File: src/rtl/iq_frame_sequencer.sv
// -----------------------------------------------------------------------------
// iq_frame_sequencer
//
// Joins separate I and Q AXI4-Stream sample streams into paired {I,Q} beats
// and cuts them into fixed-length symbol frames for the CNN demodulator.
// A short final frame is padded with zero beats. The number of frames issued
// to the CNN without a returned demodulated bit is limited by a credit counter.
//
// Ports:
//   clock, resetn          system clock, asynchronous active-low reset
//   enable                 level-sensitive run request
//   s_axis_i_*             I sample stream (tdata/tvalid/tready/tlast)
//   s_axis_q_*             Q sample stream (tdata/tvalid/tready/tlast)
//   m_axis_tdata           {I, Q}, I in the upper half
//   m_axis_tvalid/tready   output handshake
//   m_axis_tlast           last beat of a frame
//   m_axis_tuser           first beat of a frame
//   bit_done               one-cycle credit return from the CNN
//   frames_sent            frames issued since reset (wraps)
//   in_flight              frames outstanding in the CNN
//   busy                   high whenever the sequencer is not idle
//   err_misalign           sticky flag: I and Q tlast disagreed on a joined beat
// -----------------------------------------------------------------------------
module iq_frame_sequencer #(
  parameter int DATA_W       = 16,
  parameter int SPS          = 8,
  parameter int MAX_INFLIGHT = 4,
  parameter int CNT_W        = 16
) (
  input  logic                                  clock,
  input  logic                                  resetn,
  input  logic                                  enable,
  input  logic [DATA_W-1:0]                     s_axis_i_tdata,
  input  logic                                  s_axis_i_tvalid,
  output logic                                  s_axis_i_tready,
  input  logic                                  s_axis_i_tlast,
  input  logic [DATA_W-1:0]                     s_axis_q_tdata,
  input  logic                                  s_axis_q_tvalid,
  output logic                                  s_axis_q_tready,
  input  logic                                  s_axis_q_tlast,
  output logic [2*DATA_W-1:0]                   m_axis_tdata,
  output logic                                  m_axis_tvalid,
  input  logic                                  m_axis_tready,
  output logic                                  m_axis_tlast,
  output logic                                  m_axis_tuser,
  input  logic                                  bit_done,
  output logic [CNT_W-1:0]                      frames_sent,
  output logic [$clog2(MAX_INFLIGHT+1)-1:0]     in_flight,
  output logic                                  busy,
  output logic                                  err_misalign
);

  localparam int IF_W  = $clog2(MAX_INFLIGHT + 1);
  localparam int IDX_W = (SPS > 2) ? $clog2(SPS) : 1;

  localparam logic [IDX_W-1:0] LAST_IDX = IDX_W'(SPS - 1);
  localparam logic [IF_W-1:0]  MAX_IF   = IF_W'(MAX_INFLIGHT);

  typedef enum logic [1:0] {
    ST_IDLE   = 2'd0,
    ST_STREAM = 2'd1,
    ST_PAD    = 2'd2
  } state_t;

  state_t                state_q, state_d;
  logic [IDX_W-1:0]      idx_q, idx_d;
  logic [2*DATA_W-1:0]   tdata_q, tdata_d;
  logic                  tvalid_q, tvalid_d;
  logic                  tlast_q, tlast_d;
  logic                  tuser_q, tuser_d;
  logic [CNT_W-1:0]      frames_q, frames_d;
  logic [IF_W-1:0]       inflight_q, inflight_d;
  logic                  busy_q, busy_d;
  logic                  err_q, err_d;

  logic idx_first_s;
  logic idx_last_s;
  logic out_free_s;
  logic gate_open_s;
  logic frame_go_s;
  logic join_s;
  logic pad_load_s;
  logic load_s;
  logic stream_last_s;
  logic credit_take_s;
  logic credit_ret_s;

  // Transfer qualification: when a joined or pad beat may enter the output register.
  always_comb begin
    idx_first_s   = (idx_q == {IDX_W{1'b0}});
    idx_last_s    = (idx_q == LAST_IDX);
    out_free_s    = !tvalid_q || m_axis_tready;
    // Credits only gate the start of a frame; a frame in progress always finishes.
    gate_open_s   = !idx_first_s || (inflight_q < MAX_IF);
    // Once enable drops, no new frame is opened.
    frame_go_s    = !idx_first_s || enable;
    join_s        = (state_q == ST_STREAM) && s_axis_i_tvalid && s_axis_q_tvalid &&
                    out_free_s && gate_open_s && frame_go_s;
    pad_load_s    = (state_q == ST_PAD) && out_free_s;
    load_s        = join_s || pad_load_s;
    stream_last_s = s_axis_i_tlast || s_axis_q_tlast;
    credit_take_s = load_s && idx_first_s;
    // A return with nothing outstanding is dropped.
    credit_ret_s  = bit_done && (inflight_q != {IF_W{1'b0}});
  end

  // Next-state computation for the FSM, output register, counters and flags.
  always_comb begin
    state_d    = state_q;
    idx_d      = idx_q;
    tdata_d    = tdata_q;
    tvalid_d   = tvalid_q;
    tlast_d    = tlast_q;
    tuser_d    = tuser_q;
    frames_d   = frames_q;
    inflight_d = inflight_q;
    err_d      = err_q;

    if (load_s) begin
      tvalid_d = 1'b1;
      tuser_d  = idx_first_s;
      tlast_d  = idx_last_s;
      tdata_d  = join_s ? {s_axis_i_tdata, s_axis_q_tdata} : {(2*DATA_W){1'b0}};
      idx_d    = idx_last_s ? {IDX_W{1'b0}} : (idx_q + IDX_W'(1));
    end else if (m_axis_tready) begin
      tvalid_d = 1'b0;
    end else begin
      tvalid_d = tvalid_q;
    end

    if (credit_take_s) begin
      frames_d = frames_q + CNT_W'(1);
    end else begin
      frames_d = frames_q;
    end

    case ({credit_take_s, credit_ret_s})
      2'b10:   inflight_d = inflight_q + IF_W'(1);
      2'b01:   inflight_d = inflight_q - IF_W'(1);
      default: inflight_d = inflight_q;
    endcase

    if (join_s && (s_axis_i_tlast != s_axis_q_tlast)) begin
      err_d = 1'b1;
    end else begin
      err_d = err_q;
    end

    case (state_q)
      ST_IDLE: begin
        if (enable) begin
          state_d = ST_STREAM;
        end else begin
          state_d = ST_IDLE;
        end
      end
      ST_STREAM: begin
        if (join_s) begin
          if (stream_last_s && !idx_last_s) begin
            state_d = ST_PAD;
          end else if (idx_last_s && !enable) begin
            state_d = ST_IDLE;
          end else begin
            state_d = ST_STREAM;
          end
        end else if (idx_first_s && !enable) begin
          state_d = ST_IDLE;
        end else begin
          state_d = ST_STREAM;
        end
      end
      ST_PAD: begin
        if (pad_load_s && idx_last_s) begin
          state_d = enable ? ST_STREAM : ST_IDLE;
        end else begin
          state_d = ST_PAD;
        end
      end
      default: state_d = ST_IDLE;
    endcase

    busy_d = (state_d != ST_IDLE);
  end

  // State and output registers; reset drops any pending output beat.
  always_ff @(posedge clock or negedge resetn) begin
    if (!resetn) begin
      state_q    <= ST_IDLE;
      idx_q      <= {IDX_W{1'b0}};
      tdata_q    <= {(2*DATA_W){1'b0}};
      tvalid_q   <= 1'b0;
      tlast_q    <= 1'b0;
      tuser_q    <= 1'b0;
      frames_q   <= {CNT_W{1'b0}};
      inflight_q <= {IF_W{1'b0}};
      busy_q     <= 1'b0;
      err_q      <= 1'b0;
    end else begin
      state_q    <= state_d;
      idx_q      <= idx_d;
      tdata_q    <= tdata_d;
      tvalid_q   <= tvalid_d;
      tlast_q    <= tlast_d;
      tuser_q    <= tuser_d;
      frames_q   <= frames_d;
      inflight_q <= inflight_d;
      busy_q     <= busy_d;
      err_q      <= err_d;
    end
  end

  // Both input streams are consumed together, only on a joined transfer.
  assign s_axis_i_tready = join_s;
  assign s_axis_q_tready = join_s;

  assign m_axis_tdata  = tdata_q;
  assign m_axis_tvalid = tvalid_q;
  assign m_axis_tlast  = tlast_q;
  assign m_axis_tuser  = tuser_q;
  assign frames_sent   = frames_q;
  assign in_flight     = inflight_q;
  assign busy          = busy_q;
  assign err_misalign  = err_q;

endmodule

File: config.mk
export PLATFORM = sky130hd
export DESIGN_NAME = iq_frame_sequencer
export DESIGN_NICKNAME = d
export VERILOG_FILES = /design/src/rtl/iq_frame_sequencer.sv
export SDC_FILE = /design/constraint.sdc
export NUM_CORES = 1
export LEC_CHECK = 0
export ABC_AREA = 1
export CORE_ASPECT_RATIO = 1.1
export CORE_MARGIN = 2
export CORE_UTILIZATION = 30
export DETAILED_ROUTE_END_ITERATION = 7
export SLEW_MARGIN = 5
export SYNTH_ARGS = -nofsm -noshare
export SYNTH_HDL_FRONTEND = slang
export SYNTH_SLANG_ARGS = --single-unit
export TNS_END_PERCENT = 1
File: constraint.sdc
create_clock -name clock -period 7 [get_ports clock]
set_clock_uncertainty 0.2 [all_clocks]
set_input_delay 1.4 -clock clock [delete_from_list [all_inputs] [get_ports clock]]
set_output_delay 1.4 -clock clock [all_outputs]
set_load 0.1 [all_outputs]
==> metrics.md, run 1 <==
| Metric | Value |
|---|---|
| Reg2reg start | idx_q[0] |
| CTS Buffer Depth | 2 |
| Largest net degree at the start of global routing | 62 |
| Max Cap Viol | 0 |
| WP data arrival | between 3 and 4 ns |
| Actual slew at the worst max-slew pin | 1.01 ns |
| Initial antenna violation count | 0 |
| Leakage power | 2.09 nW |
| Fillers | 979 |
| Max-slew violation count | 0 |
| DP HPWL | between 5 and 6 mm |
| Ant diodes | 0 |
| Crit-path slowest cell | clkdlybuf4s50_1 |
| Total core area | ~0.01 mm² |
| Status | completed |
| I/O pins | slightly below 100 |
| Fin util | a little over two fifths |
| CP most frequent cell | clkdlybuf4s50_1 |
| Seq cells post-synth | between 60 and 70 |
| Root Buffer | clkbuf_8 |
| Die area | 0.0108 mm² |
| Clock Sinks | between 60 and 70 |
| Fin nets | slightly above 500 |
| Initial Util | 30.5% |
| Sequential fraction of the synthesis area | approximately 51% |
| Crit Path Class | in2out |
| DRC Markers | 0 |
| Hold WC Path Type | reg2reg |
| Area delta synth->final | 42.5% |
| Die width | ~100 µm |
| CTS tree | done |
| Cell Area, Synth | between 0.002 and 0.003 mm² |
| Reg area | roughly 0.0015 mm² |
| CP Buf/Inv Count | 3 |
| Clock slew at the register clock pins of the worst setup and hold paths | 0.06 ns |
| CP Max Fanout | 36 |
| Vias | ~2600 |
| Clock Latency Late Sink | about 0.34 ns |
| Post-route setup TNS | 0 ns |
| Setup crit end kind | output port |
| Total CTS buffers | 9 |
| Most frequent cells in the layout | nand2_1, clkdlybuf4s50_1, dfrtp_1 |
| CP Cell Sequence | clkdlybuf4s50_1 -> inv_1 -> nand3_1 -> nand2_2 -> nor2_8 -> clkdlybuf4s50_1 |
| Initial drt markers | 96 |
| Slew headroom | 32.6% |
| Vias per std cell | between 4 and 5 |
| Number of enable flip-flop cells after synthesis | 0 |
| Final period util | 78.7% |
| Minimum clock period | roughly 5.5 ns |
| First-pass detailed-route iteration total | 4 |
| Routed wire length | approximately 7.3 mm |
| Yosys cell types | 33 |
| # hold bufs at CTS | 0 |
| Fmax | approximately 180 MHz |
| Avg WL per Cell | around 12 µm |
| RSZ-0062 raised after global routing | no |
| Routability cong. | 0.810 |
| Layout cell share with drive strength beyond 1 | ~6.6% |
| Worst Reg-to-Reg Cells | 14 |
| Pwr dens | around 520 mW/mm² |
| Vias in the first global route | ~2600 |
| Asr flop ratio synth | between 90% and 100% |
| Crit path max-delay family | buffers and inverters |
| Reg2Reg Setup Slack | between 3 and 4 ns |
| Post-Synthesis Cells | 367 |
| Most common cell after layout, fill and taps aside | nand2_1 |
| First-pass GRT wire length | about 12 mm |
| Hold path cells | 1 |
| Antenna viol nets, final | 0 |
| Post_cts resized | 0 |
| Ys Warns | 0 |
| Core Rows | 38 |
| Multi-input gate area | approximately 0.0013 mm² |
| Dominant synthesized flop cell | dfrtp_1 |
| Final hold violations | 0 |
| Hold path startpoint | err_misalign |
| Worst Hold End | err_misalign |
| Final setup vio count | 0 |
| Overflow after GRT | 0 |
| DIE HEIGHT | approximately 110 µm |
| Worst R2R End | in_flight[2] |
| CP peak stage delay | approximately 1.2 ns |
| CTS H-tree lvls | 3 |
| Total global-route track usage | approximately 14% |
| Number of I/O port buffers | 98 |
| Synthesized area per cell | slightly above 8 µm² |
| Startpoint types | input pin |
| Syn nets | 415 |
| # Post-CTS Setup Buffers | 0 |
| Worst path required time | between 5 and 6 ns |
| Worst VDD drop | roughly 0.00018 V |
==> per-layer routing <==
metal | GRT usage, % | part of all wire [%] | vias to the layer above
met5 | 0 | 0 | -
met4 | 6.65 | 1.7 | 0
met3 | 2.76 | 5.2 | 13
met2 | 21.8 | 45 | 73
met1 | 19.0 | 48 | 1222
li1 | - | - | 1333
==> registers in the layout (all words and copies together), names as in the netlist <==
| register | count |
|---|---|
| busy | 1 |
| m_axis_tvalid | 1 |
| state_q | 2 |
| frames_sent | 16 |
| m_axis_tuser | 1 |
| idx_q | 3 |
| m_axis_tlast | 1 |
| err_misalign | 1 |
| in_flight | 3 |
| m_axis_tdata | 32 |
==> per-stage QoR <==
stage	setup WS (ns)	area [µm²]	hold slack [ns]	std cells	total power, mW
final	1.49	4260	0.253	592	2.21
after global routing	1.38	4260	0.272	592	2.32
after CTS	1.48	4260	0.259	592	2.24
after detailed placement	1.48	4050	0.245	576	1.89
after global placement	1.54	4050	0.239	576	1.87
after floorplan	2.85	2990	0.319	367	1.58
==> layout make-up <==
class / instances / area share, %
well taps: 120 / 3.53
flip-flops and latches: 61 / 35.9
clock buffers: 12 / 3.18
multi-input cells: 265 / 29.9
clock inverters: 4 / 1.71
inverters: 31 / 2.73
repair buffers: 99 / 23.1
==> synthesized netlist by cell type, types with 3 or more instances <==
master,n,area (µm²)
nand2_1,177,664
xnor2_1,4,35.0
dfrtp_1,61,1530
o21ai_0,3,15.0
nand3_1,21,105
nand4_1,6,37.5
nor2_1,15,56.3
inv_2,4,15.0
o21ai_1,5,25.0
inv_1,27,101
xor2_1,4,35.0
buf_4,7,52.6
ha_1,6,75.1
==> how the worst max path moves through the flow <==
stage,end,from,cells past startpoint,slack (ns)
6_report,s_axis_q_tready,enable,6,1.49
3_5_place_dp,s_axis_q_tready,enable,6,1.48
4_1_cts,s_axis_q_tready,enable,6,1.48
5_1_grt,s_axis_i_tready,enable,6,1.38
2_1_floorplan,s_axis_q_tready,m_axis_tready,6,2.85
3_3_place_gp,s_axis_q_tready,enable,6,1.54
==> cell families after synthesis <==
family | synth area share, %
compound gates | 2.93
xor+xnor | 2.35
fa+ha+maj | 3.18
buf+inv | 6.33
flops | 51.1
simple gates | 34.1
==> where the power goes <==
part	internal (mW)	leakage, nW	switching, mW
Sequential	0.470	0.791	0.0733
Clock	0.200	0.101	0.138
Combinational	0.296	1.20	1.04
(Power assumes the default switching activity.)
==> inputs of run 2 (changes only) <==
Clock period 7 ns to 4.5 ns, I/O delays scaled along.
==> run 2 against run 1 <==
Compared with the run above: critical path depth did not move; total power up 53%; sequential share of layout area grew 0.21 points; critical endpoint is now s_axis_i_tready; worst hold slack got worse by 0.0027 ns; critical path type unchanged; cell count down 0.17%; global-route usage decreased by 0.40 points; flip-flop and latch count stayed put; via count up 0.72%; register-to-register slack lost 2.5 ns; sequential power grew 56%; first-iteration DRC count decreased by 27%.
==> metrics.md, run 2 (synthesized netlist as in run 1, its figures left out) <==
| Metric | Value |
|---|---|
| Status | completed (unchanged) |
| Die area | 0.0108 mm² (unchanged) |
| Routability cong. | 0.822 (was 0.810) |
| CP peak stage delay | 0.50 ns (was 1.23 ns) |
| Die width | 99.1 µm (unchanged) |
| Root Buffer | clkbuf_8 (unchanged) |
| Avg WL per Cell | 12.3 µm (was 12.4 µm) |
| Crit Path Class | in2out (unchanged) |
| Clock Sinks | 61 (unchanged) |
| Final period util | between 70 and 80% |
| CP Max Fanout | 3 (was 36) |
| Routed metal-1 wire length | 3.50 mm (was 3.52 mm) |
| Worst VDD drop | 0.000291 V (was 0.000176 V) |
| Max reg flops | 32 (unchanged) |
| Clock slew at the register clock pins of the worst setup and hold paths | 0.06 ns (about the same) |
| Worst path required time | 3.40 ns (was 5.40 ns) |
| Most frequent cells in the layout | nand2_1, clkdlybuf4s50_1, dfrtp_1 (unchanged) |
| Total CTS buffers | 9 (unchanged) |
| RSZ-0062 raised after global routing | no (unchanged) |
| Vias in the first global route | 2576 (was 2593) |
| I/O pins | 99 (unchanged) |
| CTS H-tree lvls | 3 (unchanged) |
| Initial Util | 30.5% (unchanged) |
| Routed wire length | 7.27 mm (was 7.33 mm) |
| CTS tree | done (unchanged) |
| Clock Latency Late Sink | 0.33 ns (was 0.34 ns) |
| Startpoint types | input pin (unchanged) |
| Fmax | between 300 and 400 MHz |
| Finished Layout Cells | 591 (was 592) |
| Initial antenna violation count | 0 (unchanged) |
| Ant diodes | 0 (unchanged) |
| DRC Markers | 0 (unchanged) |
| Most common cell after layout, fill and taps aside | nand2_1 (unchanged) |
| # Post-CTS Setup Buffers | 0 (unchanged) |
| Largest net degree at the start of global routing | 43 (was 62) |
| Post_cts resized | 0 (unchanged) |
| DP HPWL | 5.17 mm (was 5.04 mm) |
| Met3 WL | 453 µm (was 378 µm) |
| Hold Slack | 0.251 ns (was 0.253 ns) |
| Crit path max-delay family | buffers and inverters (unchanged) |
| Hold WC Path Type | reg2reg (unchanged) |
| Max layer used | met4 (unchanged) |
| Total core area | 0.00979 mm² (unchanged) |
| Minimum clock period | about 3.2 ns |
| Overflow after GRT | 0 (unchanged) |
| Setup crit end kind | output port (unchanged) |
| Leakage power | 2.10 nW (was 2.09 nW) |
| Number of I/O port buffers | 98 (unchanged) |
| Area delta synth->final | 41.6% (was 42.5%) |
| Vias per std cell | 4.50 (was 4.46) |
| Final setup vio count | 0 (unchanged) |
| Max Cap Viol | 0 (unchanged) |
| Core Rows | 38 (unchanged) |
| First-pass detailed-route iteration total | 5 (was 4) |
| Total global-route track usage | 13.7% (was 14.1%) |
| Pwr dens | 799 mW/mm² (was 520 mW/mm²) |
| Fillers | 983 (was 979) |
| Post-route setup TNS | 0 ns (unchanged) |
| Max-slew violation count | 0 (unchanged) |
| Pwr Total | 3.38 mW (was 2.21 mW) |
| Actual slew at the worst max-slew pin | 1.02 ns (was 1.01 ns) |
| Crit-path slowest cell | clkdlybuf4s50_1 (unchanged) |
| Met2 wire len | 3.24 mm (was 3.31 mm) |
| First-pass GRT wire length | 11.8 mm (was 12.1 mm) |
| Antenna viol nets, final | 0 (unchanged) |
| DIE HEIGHT | 109 µm (unchanged) |
| CTS Buffer Depth | 2 (unchanged) |
| Placed cell count | 577 (was 576) |
| CP Buf/Inv Count | 3 (unchanged) |
| CP Cell Sequence | clkdlybuf4s50_1 -> inv_1 -> nand3_1 -> nand2_2 -> nor2_8 -> buf_4 (was clkdlybuf4s50_1 -> inv_1 -> nand3_1 -> nand2_2 -> nor2_8 -> clkdlybuf4s50_1) |
| WP data arrival | 2.11 ns (was 3.91 ns) |
| Slew headroom | 31.9% (was 32.6%) |
| Vias | 2660 (was 2641) |
| Fin nets | 516 (was 515) |
| Layout cell share with drive strength beyond 1 | 7.01% (was 6.57%) |
| # hold bufs at CTS | 0 (unchanged) |
| Final hold violations | 0 (unchanged) |
| Initial drt markers | 70 (was 96) |
run 2: routing by layer:
metal	vias to the layer above	track usage (%)
met5	-	0
met4	0	4.50
met3	5	4.17
met2	81	20.9
met1	1236	18.5
li1	1338	-
run 2: cell type report:
cell class | instances | area [µm²] | share of cell area, %
clock buffer | 12 | 145 | 3.43
clock inverter | 2 | 35.0 | 0.828
inverter | 31 | 116 | 2.75
multi-input combinational | 265 | 1270 | 30.1
sequential | 61 | 1530 | 36.1
tap | 120 | 150 | 3.55
timing repair buffer | 100 | 986 | 23.3
run 2: report_power, final:
part / switching (mW) / internal (mW) / leakage [nW]
clock: 0.196 / 0.264 / 0.0923
combinational: 1.61 / 0.461 / 1.21
sequential: 0.114 / 0.731 / 0.791
total: 1.92 / 1.46 / 2.10
run 2: worst paths after layout:
path	startpoint	to	slack [ns]	cells after the start
max in group asynchronous	resetn	frames_sent[6]	2.76	2
min in group asynchronous	resetn	m_axis_tdata[6]	0.51	1
max	enable	s_axis_i_tready	1.29	6
min	err_misalign	err_misalign	0.25	1
min reg2reg	err_misalign	err_misalign	0.25	1
max reg2reg	idx_q[0]	in_flight[2]	1.42	14
run 2: metrics by stage:
step	cell area [µm²]	setup WS, ns	util (%)
2_1_floorplan	2990	1.35	-
3_3_place_gp	4050	1.13	41.4
3_5_place_dp	4050	1.10	41.4
4_1_cts	4230	1.29	43.2
5_1_grt	4230	1.19	43.2
6_report	4230	1.29	43.2
==> inputs of run 3 (changes only) <==
Clock period 4.5 ns to 2.7 ns, I/O delays scaled along.
==> run 3 against run 2 <==
Compared with the run above: wire length grew 0.99%; sequential share of layout area is 0.24 points lower; flip-flop and latch count is the same; utilization up 0.36 points; cell count is 2.0% higher; first-iteration DRC count fell by 14%; critical path type is now reg2reg; largest cell class unchanged.
==> metrics.md, run 3 (synthesized netlist as in run 1, its figures left out) <==
| Metric | Value |
|---|---|
| Status | completed (unchanged) |
| Most frequent cells in the layout | nand2_1, buf_4, dfrtp_1 (was nand2_1, clkdlybuf4s50_1, dfrtp_1) |
| CTS Buffer Depth | 2 (unchanged) |
| Reg2Reg Setup Slack | 0.26 ns (was 1.42 ns) |
| DP Area | 0.00403 mm² (was 0.00405 mm²) |
| Die area | 0.0108 mm² (unchanged) |
| Worst path required time | 2.70 ns (was 3.40 ns) |
| Total CTS buffers | 9 (unchanged) |
| Area delta synth->final | 42.8% (was 41.6%) |
| Setup crit end kind | flop (was output port) |
| Max Cap Viol | 0 (unchanged) |
| Root Buffer | clkbuf_8 (unchanged) |
| Initial drt markers | 60 (was 70) |
| DP HPWL | 5.33 mm (was 5.17 mm) |
| CTS tree | done (unchanged) |
| Max reg flops | 32 (unchanged) |
| I/O pins | 99 (unchanged) |
| Vias in the first global route | 2657 (was 2576) |
| Final period util | 90.4% |
| Avg WL per Cell | 12.2 µm (was 12.3 µm) |
| Max-slew violation count | 0 (unchanged) |
| Pwr dens | 1360 mW/mm² (was 799 mW/mm²) |
| Core Rows | 38 (unchanged) |
| CP Max Fanout | 3 (unchanged) |
| CP Cell Sequence | inv_1 -> ha_1 -> inv_2 -> nor2_4 -> o21ai_1 -> nand3_2 -> nand2_4 -> nand2_4 -> ha_1 -> inv_1 -> fa_1 -> a21oi_1 -> o21ai_0 -> xor2_1 (was clkdlybuf4s50_1 -> inv_1 -> nand3_1 -> nand2_2 -> nor2_8 -> buf_4) |
| Vias | 2639 (was 2660) |
| First-pass GRT wire length | 12.5 mm (was 11.8 mm) |
| CP peak stage delay | 0.39 ns (was 0.50 ns) |
| Pwr Total | 5.80 mW (was 3.38 mW) |
| Final setup vio count | 0 (unchanged) |
| Most common cell after layout, fill and taps aside | nand2_1 (unchanged) |
| DIE HEIGHT | 109 µm (unchanged) |
| Cell area after layout | 0.00427 mm² (was 0.00423 mm²) |
| Antenna viol nets, final | 0 (unchanged) |
| # Post-CTS Setup Buffers | 0 (unchanged) |
| CP Buf/Inv Count | 3 (unchanged) |
| Total global-route track usage | 14.4% (was 13.7%) |
| Finished Layout Cells | 603 (was 591) |
| Post-route setup TNS | 0 ns (unchanged) |
| Clock Sinks | 61 (unchanged) |
| Routability cong. | 0.784 (was 0.822) |
| Setup crit end | in_flight[2] (was s_axis_i_tready) |
| Crit path max-delay family | adder cells (was buffers and inverters) |
| Fin nets | 526 (was 516) |
| Worst VDD drop | 0.000520 V (was 0.000291 V) |
| Clock slew at the register clock pins of the worst setup and hold paths | 0.07 ns (was 0.06 ns) |
| Crit Path Class | reg2reg (was in2out) |
| Ant diodes | 0 (unchanged) |
| Routed wire length | 7.35 mm (was 7.27 mm) |
| Fin util | 43.5% (was 43.2%) |
| DRC Markers | 0 (unchanged) |
| First-pass detailed-route iteration total | 4 (was 5) |
| Reg2reg start | idx_q[0] (unchanged) |
| Startpoint types | flop (was input pin) |
| CTS H-tree lvls | 3 (unchanged) |
| Initial antenna violation count | 0 (unchanged) |
| Fmax | 410 MHz |
| Post_cts resized | 0 (unchanged) |
| Cell count along the critical path | 14 (was 6) |
| Overflow after GRT | 0 (unchanged) |
| Number of I/O port buffers | 98 (unchanged) |
| Minimum clock period | between 2 and 2.5 ns |
| Worst setup path startpoint | idx_q[0] (was enable) |
| Worst R2R End | in_flight[2] (unchanged) |
| WP data arrival | 2.44 ns (was 2.11 ns) |
| Placed cell count | 586 (was 577) |
| Largest net degree at the start of global routing | 34 (was 43) |
| Die width | 99.1 µm (unchanged) |
| Slew headroom | 72.9% (was 31.9%) |
| Hold WC Path Type | reg2reg (unchanged) |
| Actual slew at the worst max-slew pin | 0.407 ns (was 1.02 ns) |
| # hold bufs at CTS | 1 (was 0) |
| Worst Reg-to-Reg Cells | 14 (unchanged) |
| Vias per std cell | 4.38 (was 4.50) |
| Total core area | 0.00979 mm² (unchanged) |
| Clock Latency Late Sink | 0.33 ns (about the same) |
| Crit-path slowest cell | dfrtp_1 (was clkdlybuf4s50_1) |
| Final hold violations | 0 (unchanged) |
| Layout cell share with drive strength beyond 1 | 21.3% (was 7.01%) |
| RSZ-0062 raised after global routing | no (unchanged) |
| Initial Util | 30.5% (unchanged) |
| Leakage power | 2.27 nW (was 2.10 nW) |
[run 3: layer usage]
layer / routed length (µm) / part of all wire, % / track usage (%) / vias up
met5: 0 / 0 / 0 / -
met4: 64 / 0.87 / 3.72 / 0
met3: 489 / 6.7 / 4.49 / 6
met2: 3400 / 46 / 23.8 / 73
met1: 3390 / 46 / 18.4 / 1208
li1: - / - / - / 1352
[run 3: worst min-delay path by stage]
stage,slack (ns),cells past startpoint,startpoint,end
4_1_cts,0.27,1,err_misalign,err_misalign
3_5_place_dp,0.25,1,err_misalign,err_misalign
2_1_floorplan,0.04,0,resetn,busy
3_3_place_gp,0.25,1,err_misalign,err_misalign
6_report,0.27,1,err_misalign,err_misalign
5_1_grt,0.28,1,err_misalign,err_misalign
[run 3: final cells by class]
| type | count | area (µm²) |
|---|---|---|
| fillers | 978 | 5530 |
| flip-flops and latches | 61 | 1530 |
| multi-input cells | 265 | 1270 |
| repair buffers | 110 | 973 |
| clock buffers | 12 | 155 |
| well taps | 120 | 150 |
| inverters | 31 | 116 |
| clock inverters | 4 | 70.1 |
[run 3: worst register-to-register path, cell delays in order (launching register included)]
cell and delay [ns]:
dfrtp_1 0.39, inv_1 0.09, ha_1 0.21, inv_2 0.06, nor2_4 0.08, o21ai_1 0.08, nand3_2 0.10, nand2_4 0.06
nand2_4 0.05, ha_1 0.15, inv_1 0.06, fa_1 0.38, a21oi_1 0.15, o21ai_0 0.11, xor2_1 0.15
[run 3: report_power, final]
| group | internal (mW) | total (mW) | switching, mW | leakage, nW |
|---|---|---|---|---|
| Clock | 0.568 | 0.928 | 0.360 | 0.116 |
| Combinational | 0.752 | 3.45 | 2.70 | 1.36 |
| Sequential | 1.22 | 1.41 | 0.193 | 0.788 |
| Total | 2.54 | 5.80 | 3.26 | 2.27 |
[run 3: through the flow]
stage,worst slack [ns],hold WS (ns)
final,0.258,0.269
after global routing,0.0518,0.276
after CTS,0.239,0.265
after floorplan,0.0834,0.0444
after detailed placement,-0.0344,0.250
after global placement,0.0283,0.246
